`src/rtl/snn_pkg.sv`:
```
// rtl/snn_pkg.sv - shared types and default widths for the spiking neuron blocks
package snn_pkg;

  // Default widths, shared between the neuron and the STDP learning block
  localparam int SNN_W_WIDTH = 8;
  localparam int SNN_V_WIDTH = 16;

  // Neuron control states
  typedef enum logic [0:0] {
    ST_INTEGRATE = 1'b0,
    ST_REFRACT   = 1'b1
  } lif_state_e;

  // Refractory timer width: must hold REFRACT_CYCLES-1, never narrower than 1 bit
  function automatic int timer_width(input int refract_cycles);
    return (refract_cycles > 1) ? $clog2(refract_cycles) : 1;
  endfunction

endpackage

```
`src/rtl/lif_integrator.sv`:
```
// rtl/lif_integrator.sv - combinational leak, synaptic add and threshold compare
module lif_integrator
  import snn_pkg::*;
#(
  parameter int W_WIDTH    = SNN_W_WIDTH,
  parameter int V_WIDTH    = SNN_V_WIDTH,
  parameter int THRESHOLD  = 100,
  parameter int LEAK_SHIFT = 3
) (
  input  logic [V_WIDTH-1:0] v,
  input  logic               pre_spike,
  input  logic [W_WIDTH-1:0] weight,
  output logic [V_WIDTH:0]   sum,
  output logic               fire
);

  localparam logic [V_WIDTH:0] THR = (V_WIDTH + 1)'(THRESHOLD);

  logic [V_WIDTH-1:0] leak;
  logic [V_WIDTH:0]   add;

  // Leak is v >> LEAK_SHIFT, except LEAK_SHIFT==0 means no leak at all;
  // the extra sum bit absorbs a large weight added on top of v
  always_comb begin
    leak = (LEAK_SHIFT == 0) ? '0 : (v >> LEAK_SHIFT);
    add  = pre_spike ? (V_WIDTH + 1)'(weight) : '0;
    sum  = {1'b0, v} - {1'b0, leak} + add;
    fire = (sum >= THR);
  end

endmodule

```
`src/rtl/lif_neuron.sv`:
```
// rtl/lif_neuron.sv - leaky integrate-and-fire neuron with refractory period
module lif_neuron
  import snn_pkg::*;
#(
  parameter int W_WIDTH        = SNN_W_WIDTH,
  parameter int V_WIDTH        = SNN_V_WIDTH,
  parameter int THRESHOLD      = 100,
  parameter int LEAK_SHIFT     = 3,
  parameter int REFRACT_CYCLES = 4
) (
  input  logic               clk,
  input  logic               rst,
  input  logic               en,
  input  logic               pre_spike,
  input  logic [W_WIDTH-1:0] weight,
  output logic               post_spike,
  output logic [V_WIDTH-1:0] membrane,
  output logic               refractory,
  output logic [7:0]         spike_count
);

  localparam int TIMER_W = timer_width(REFRACT_CYCLES);
  localparam logic [TIMER_W-1:0] TIMER_LOAD =
    (REFRACT_CYCLES > 0) ? TIMER_W'(REFRACT_CYCLES - 1) : '0;

  // A threshold of zero or one the membrane can never reach is a build error
  if (THRESHOLD < 1 || longint'(THRESHOLD) > ((longint'(1) << V_WIDTH) - 1)) begin : g_threshold_check
    $fatal(1, "lif_neuron: THRESHOLD out of range 1..2^V_WIDTH-1");
  end

  lif_state_e         state, state_next;
  logic [TIMER_W-1:0] timer, timer_next;
  logic [V_WIDTH-1:0] membrane_next;
  logic               post_next;
  logic [7:0]         count_next;
  logic [V_WIDTH:0]   sum;
  logic               fire;
  logic               crossed;

  lif_integrator #(
    .W_WIDTH    (W_WIDTH),
    .V_WIDTH    (V_WIDTH),
    .THRESHOLD  (THRESHOLD),
    .LEAK_SHIFT (LEAK_SHIFT)
  ) u_integrator (
    .v         (membrane),
    .pre_spike (pre_spike),
    .weight    (weight),
    .sum       (sum),
    .fire      (fire)
  );

  // A carry into the top sum bit is always above any legal threshold
  assign crossed    = fire | sum[V_WIDTH];
  assign refractory = (state == ST_REFRACT);

  // Next-state logic: en=0 holds everything and squashes the spike pulse
  always_comb begin
    state_next    = state;
    timer_next    = timer;
    membrane_next = membrane;
    post_next     = 1'b0;
    count_next    = spike_count;
    if (en) begin
      case (state)
        ST_INTEGRATE: begin
          if (crossed) begin
            membrane_next = '0;
            post_next     = 1'b1;
            count_next    = spike_count + 8'd1;
            if (REFRACT_CYCLES > 0) begin
              timer_next = TIMER_LOAD;
              state_next = ST_REFRACT;
            end
          end else begin
            membrane_next = sum[V_WIDTH-1:0];
          end
        end
        ST_REFRACT: begin
          membrane_next = '0;
          if (timer == '0) begin
            state_next = ST_INTEGRATE;
          end else begin
            timer_next = timer - TIMER_W'(1);
          end
        end
        default: begin
          state_next = ST_INTEGRATE;
        end
      endcase
    end
  end

  // State and output registers; reset overrides enable and refractory
  always_ff @(posedge clk) begin
    if (rst) begin
      state       <= ST_INTEGRATE;
      timer       <= '0;
      membrane    <= '0;
      post_spike  <= 1'b0;
      spike_count <= 8'd0;
    end else begin
      state       <= state_next;
      timer       <= timer_next;
      membrane    <= membrane_next;
      post_spike  <= post_next;
      spike_count <= count_next;
    end
  end

endmodule
```
`config.mk`:
```
export PLATFORM = sky130hd
export DESIGN_NAME = lif_neuron
export DESIGN_NICKNAME = d
export VERILOG_FILES = /design/src/rtl/snn_pkg.sv /design/src/rtl/lif_integrator.sv /design/src/rtl/lif_neuron.sv
export SDC_FILE = /design/constraint.sdc
export NUM_CORES = 1
export LEC_CHECK = 0
export CAP_MARGIN = 20
export CELL_PAD_IN_SITES_DETAIL_PLACEMENT = 0
export CELL_PAD_IN_SITES_GLOBAL_PLACEMENT = 1
export CORE_MARGIN = 5
export CORE_UTILIZATION = 42
export CTS_CLUSTER_SIZE = 40
export DETAILED_ROUTE_END_ITERATION = 8
export PLACE_DENSITY = 0.84
export SYNTH_ARGS = -nofsm -noshare
export SYNTH_HDL_FRONTEND = slang
export SYNTH_SLANG_ARGS = --single-unit
```
`constraint.sdc`:
```
create_clock -name clk -period 7.5 [get_ports clk]
set_clock_uncertainty 0.1 [all_clocks]
set_input_delay 1.125 -clock clk [delete_from_list [all_inputs] [get_ports clk]]
set_output_delay 1.125 -clock clk [all_outputs]
set_load 0.01 [all_outputs]
```
==> metrics.txt <==
worst slew margin relative to its limit=37.7%; CP Max Fanout=19; number of hold-repair buffers added at the cts stage=0; clock tree from TritonCTS=built; DRT Wirelength=about 5200 um; number of hold-slack violations in the final timing report=0; amount of wire on met2 after detailed routing=2350 um; peak ir drop on the vdd network=122 uV; routed length on met1=2630 um; Filler Cells Inserted=507; area inside the core boundary=a little over 5000 sq um; maximum number of pins on one net before global-route repair=23; Pins Over Slew Limit=0; Total Nets Final=363; cell repeated most along the worst path=sky130_fd_sc_hd__a21o_1; RSZ-0062 raised after global routing=false; crit-path cells=clkdlybuf4s50_1 > nand2_1 > fa_1 > inv_1 > ha_1 > a21o_1 > a21o_1 > a21o_1 > o311a_1 > or3_1 > a2111o_1 > a2111oi_4 > nor4b_1 > mux2_1; combinational fraction of design power=24.0%; post-route worst setup slack=1.86 ns; worst setup path class=primary input to flip-flop; synthesis-stage register bit count=28; Crit path required time=~7.6 ns; most common flop cell mapped by yosys=sky130_fd_sc_hd__dfxtp_1; shortest period the worst path allows=around 5.6 ns; Via-to-Cell Ratio=~5.3; sum of net half-perimeters after detailed placement=~4200 um; overall global routing resource usage=15.2%; Antenna Nets Post-Route=0; first-pass GRT wire length=8990 um; drt drc=0; leakage power=0.00114 uW; startpoint type of the worst setup path=primary input; worst-margin pin slew=0.935 ns; Crit Reg-Reg Startpoint=membrane[6]$_SDFFE_PP0P_; global placement routability congestion=0.852; ratio of final minimum period to clock period=about three quarters; Yosys top cell area share=around a quarter; total inserted antenna cells=0; Port Buffers=37; clk sink count=28; cell with the largest stage delay on the worst path=sky130_fd_sc_hd__a2111oi_4; initial antenna violation count=0; max frequency=177 MHz; area of the mapped netlist=2250 sq um; Setup Total Neg Slack=0 ns; data arrival time of the worst path=about 5.7 ns; site row count=26; family with the most delay on the worst path=compound AO/OA/AOI/OAI gates; final setup violation count=0; synthesis warning total=0; Worst Setup SP=pre_spike; Post-Synthesis Cells=285; run status=completed; first-pass iteration count of the detailed router=4; I/O pin count=38; per-instance average area after synthesis=7.91 sq um; sequential cell fraction of total power=43.3%; Max stage delay on crit path=0.74 ns; worst hold path type=flip-flop to flip-flop; vias in the first global route=~1,900; number of buffers created by CTS=3; number of maximum-capacitance violations=0; total of cells resized after clock tree synthesis=0; internal power of the cells=approximately 260 uW; cell type with the highest aggregate area in the netlist=sky130_fd_sc_hd__dfxtp_1; worst skew pair latency=around 0.27 ns; worst hold start=membrane[1]$_SDFFE_PP0P_; ranking of synthesized cells by instance count=sky130_fd_sc_hd__inv_1 (33), sky130_fd_sc_hd__nand2_1 (33), sky130_fd_sc_hd__dfxtp_1 (28), sky130_fd_sc_hd__a21oi_1 (27), sky130_fd_sc_hd__ha_1 (24); buffer and inverter count on the worst path=2; Clock power frac=32.7%; post-synth net total=329; share of cells above drive strength 1=under 10%; wire per inst=13.3 um; sequential share of the synthesized area=between 20% and 30%; die height=83.3 um; number of flops mapped to enable cells by yosys=0; main area contributors after synthesis=sky130_fd_sc_hd__dfxtp_1 (25%), sky130_fd_sc_hd__ha_1 (13%), sky130_fd_sc_hd__fa_1 (7.1%); highest layer used for signal routing=met4; Bufs on Longest Clock Path=2; count of distinct cell types in the synthesized netlist=between 40 and 50; overflow left after global routing=0; Horiz. Die Dim=83.3 um; total via count after detailed routing=2,039; worst slack at placement=between 1.5 and 2 ns; clk root buf=sky130_fd_sc_hd__clkbuf_8; starting density of the core=43.6%; Switching Share=between 20% and 30%; async set-reset flop share out of synthesis=0%; net switching power figure=between 90 and 100 uW; Die ar.=between 6000 and 7000 sq um; signed area change from the synthesized netlist to the final layout=21.8%; PwrDens=130 nW/um^2; Iteration-0 DRC Markers=81; count of H-tree levels built during CTS=1; buffer count from post-CTS setup fixing=0; capturing element type of the critical path=flip-flop; clock transition at the register clock pins on the worst setup and hold paths after CTS=0.09 ns; metal3 WL=123 um
-- placed cells by master (no fill, tap or decap), types with 2 or more instances in the layout --
cell type / instances
sky130_fd_sc_hd__dfxtp_1: 28
sky130_fd_sc_hd__xor2_1: 4
sky130_fd_sc_hd__clkdlybuf4s50_1: 37
sky130_fd_sc_hd__inv_1: 33
sky130_fd_sc_hd__a211oi_1: 2
sky130_fd_sc_hd__and2_1: 4
sky130_fd_sc_hd__a31oi_1: 2
sky130_fd_sc_hd__a21oi_1: 27
sky130_fd_sc_hd__a21o_1: 5
sky130_fd_sc_hd__clkbuf_8: 3
sky130_fd_sc_hd__o21ai_1: 11
sky130_fd_sc_hd__nand2b_1: 6
sky130_fd_sc_hd__nor3_1: 8
sky130_fd_sc_hd__o311a_1: 2
sky130_fd_sc_hd__or3_1: 6
sky130_fd_sc_hd__nand2_1: 33
sky130_fd_sc_hd__nor2b_1: 5
sky130_fd_sc_hd__xnor2_1: 7
sky130_fd_sc_hd__nor2_1: 16
sky130_fd_sc_hd__ha_1: 24
sky130_fd_sc_hd__nand3_1: 6
sky130_fd_sc_hd__o31ai_1: 2
sky130_fd_sc_hd__fa_1: 8
sky130_fd_sc_hd__o21ai_0: 10
sky130_fd_sc_hd__o31a_1: 2
sky130_fd_sc_hd__mux2_1: 2
sky130_fd_sc_hd__nand4_1: 5
-- registers in the layout, summed over array words and instances, names as in the netlist --
signal	count
refractory	1
timer	2
spike_count	8
post_spike	1
membrane	16
-- layer usage --
layer	track usage, %	vias to the layer above
li1	-	1056
met3	1.19	5
met2	24.9	33
met1	21.5	945
met4	4.01	0
met5	0	-
-- final cells by class --
cell class | instances | area (sq um) | share of cell area [%]
clock buffer | 3 | 41.3 | 1.50
clock inverter | 1 | 30.0 | 1.09
inverter | 33 | 124 | 4.51
multi-input combinational | 216 | 1530 | 55.8
sequential | 28 | 561 | 20.4
tap | 70 | 87.6 | 3.19
timing repair buffer | 37 | 370 | 13.5
-- power by group through the flow --
stage	clock network, uW	logic (uW)	registers (uW)
final	117	85.4	154
after detailed placement	0	85.4	158
after global placement	0	85.3	158
after global routing	127	95.8	155
after floorplan	0	61.4	158
after CTS	120	85.9	155
-- cells by family after synthesis --
group	after synthesis	share of synthesized area, %
AND/OR/NAND/NOR	97	21.0
flip-flops	28	24.9
multiplexers	3	1.50
buffers and inverters	41	7.16
AO/OA/AOI/OAI	73	20.8
adder cells (fa/ha/maj)	32	20.4
XOR/XNOR	11	4.27
-- worst register-to-register path: cells and delay by family (launching register included) --
family	cells	cell delay (ns)
fa+ha+maj	2	0.88
compound gates	6	2.16
buf+inv	2	0.13
flops	1	0.44
mux	1	0.34
simple gates	2	0.47
-- worst paths after layout --
check	end	slack [ns]	depth (start not counted)
setup / recovery	spike_count[6]$_SDFFE_PP0P_	1.86	14
hold / removal	membrane[1]$_SDFFE_PP0P_	0.37	2
setup reg to reg	spike_count[6]$_SDFFE_PP0P_	2.86	13
hold reg to reg	membrane[1]$_SDFFE_PP0P_	0.37	2
-- through the flow --
step	cell area [sq um]	power [uW]	hold slack (ns)	std cells	util, %
6_report	2750	357	0.373	388	53.1
3_5_place_dp	2680	243	0.363	384	51.7
3_3_place_gp	2680	243	0.350	384	51.7
5_1_grt	2750	378	0.408	388	53.1
2_1_floorplan	2250	219	0.349	285	-
4_1_cts	2750	361	0.377	388	53.1
Power figures use the tool's default switching activity.
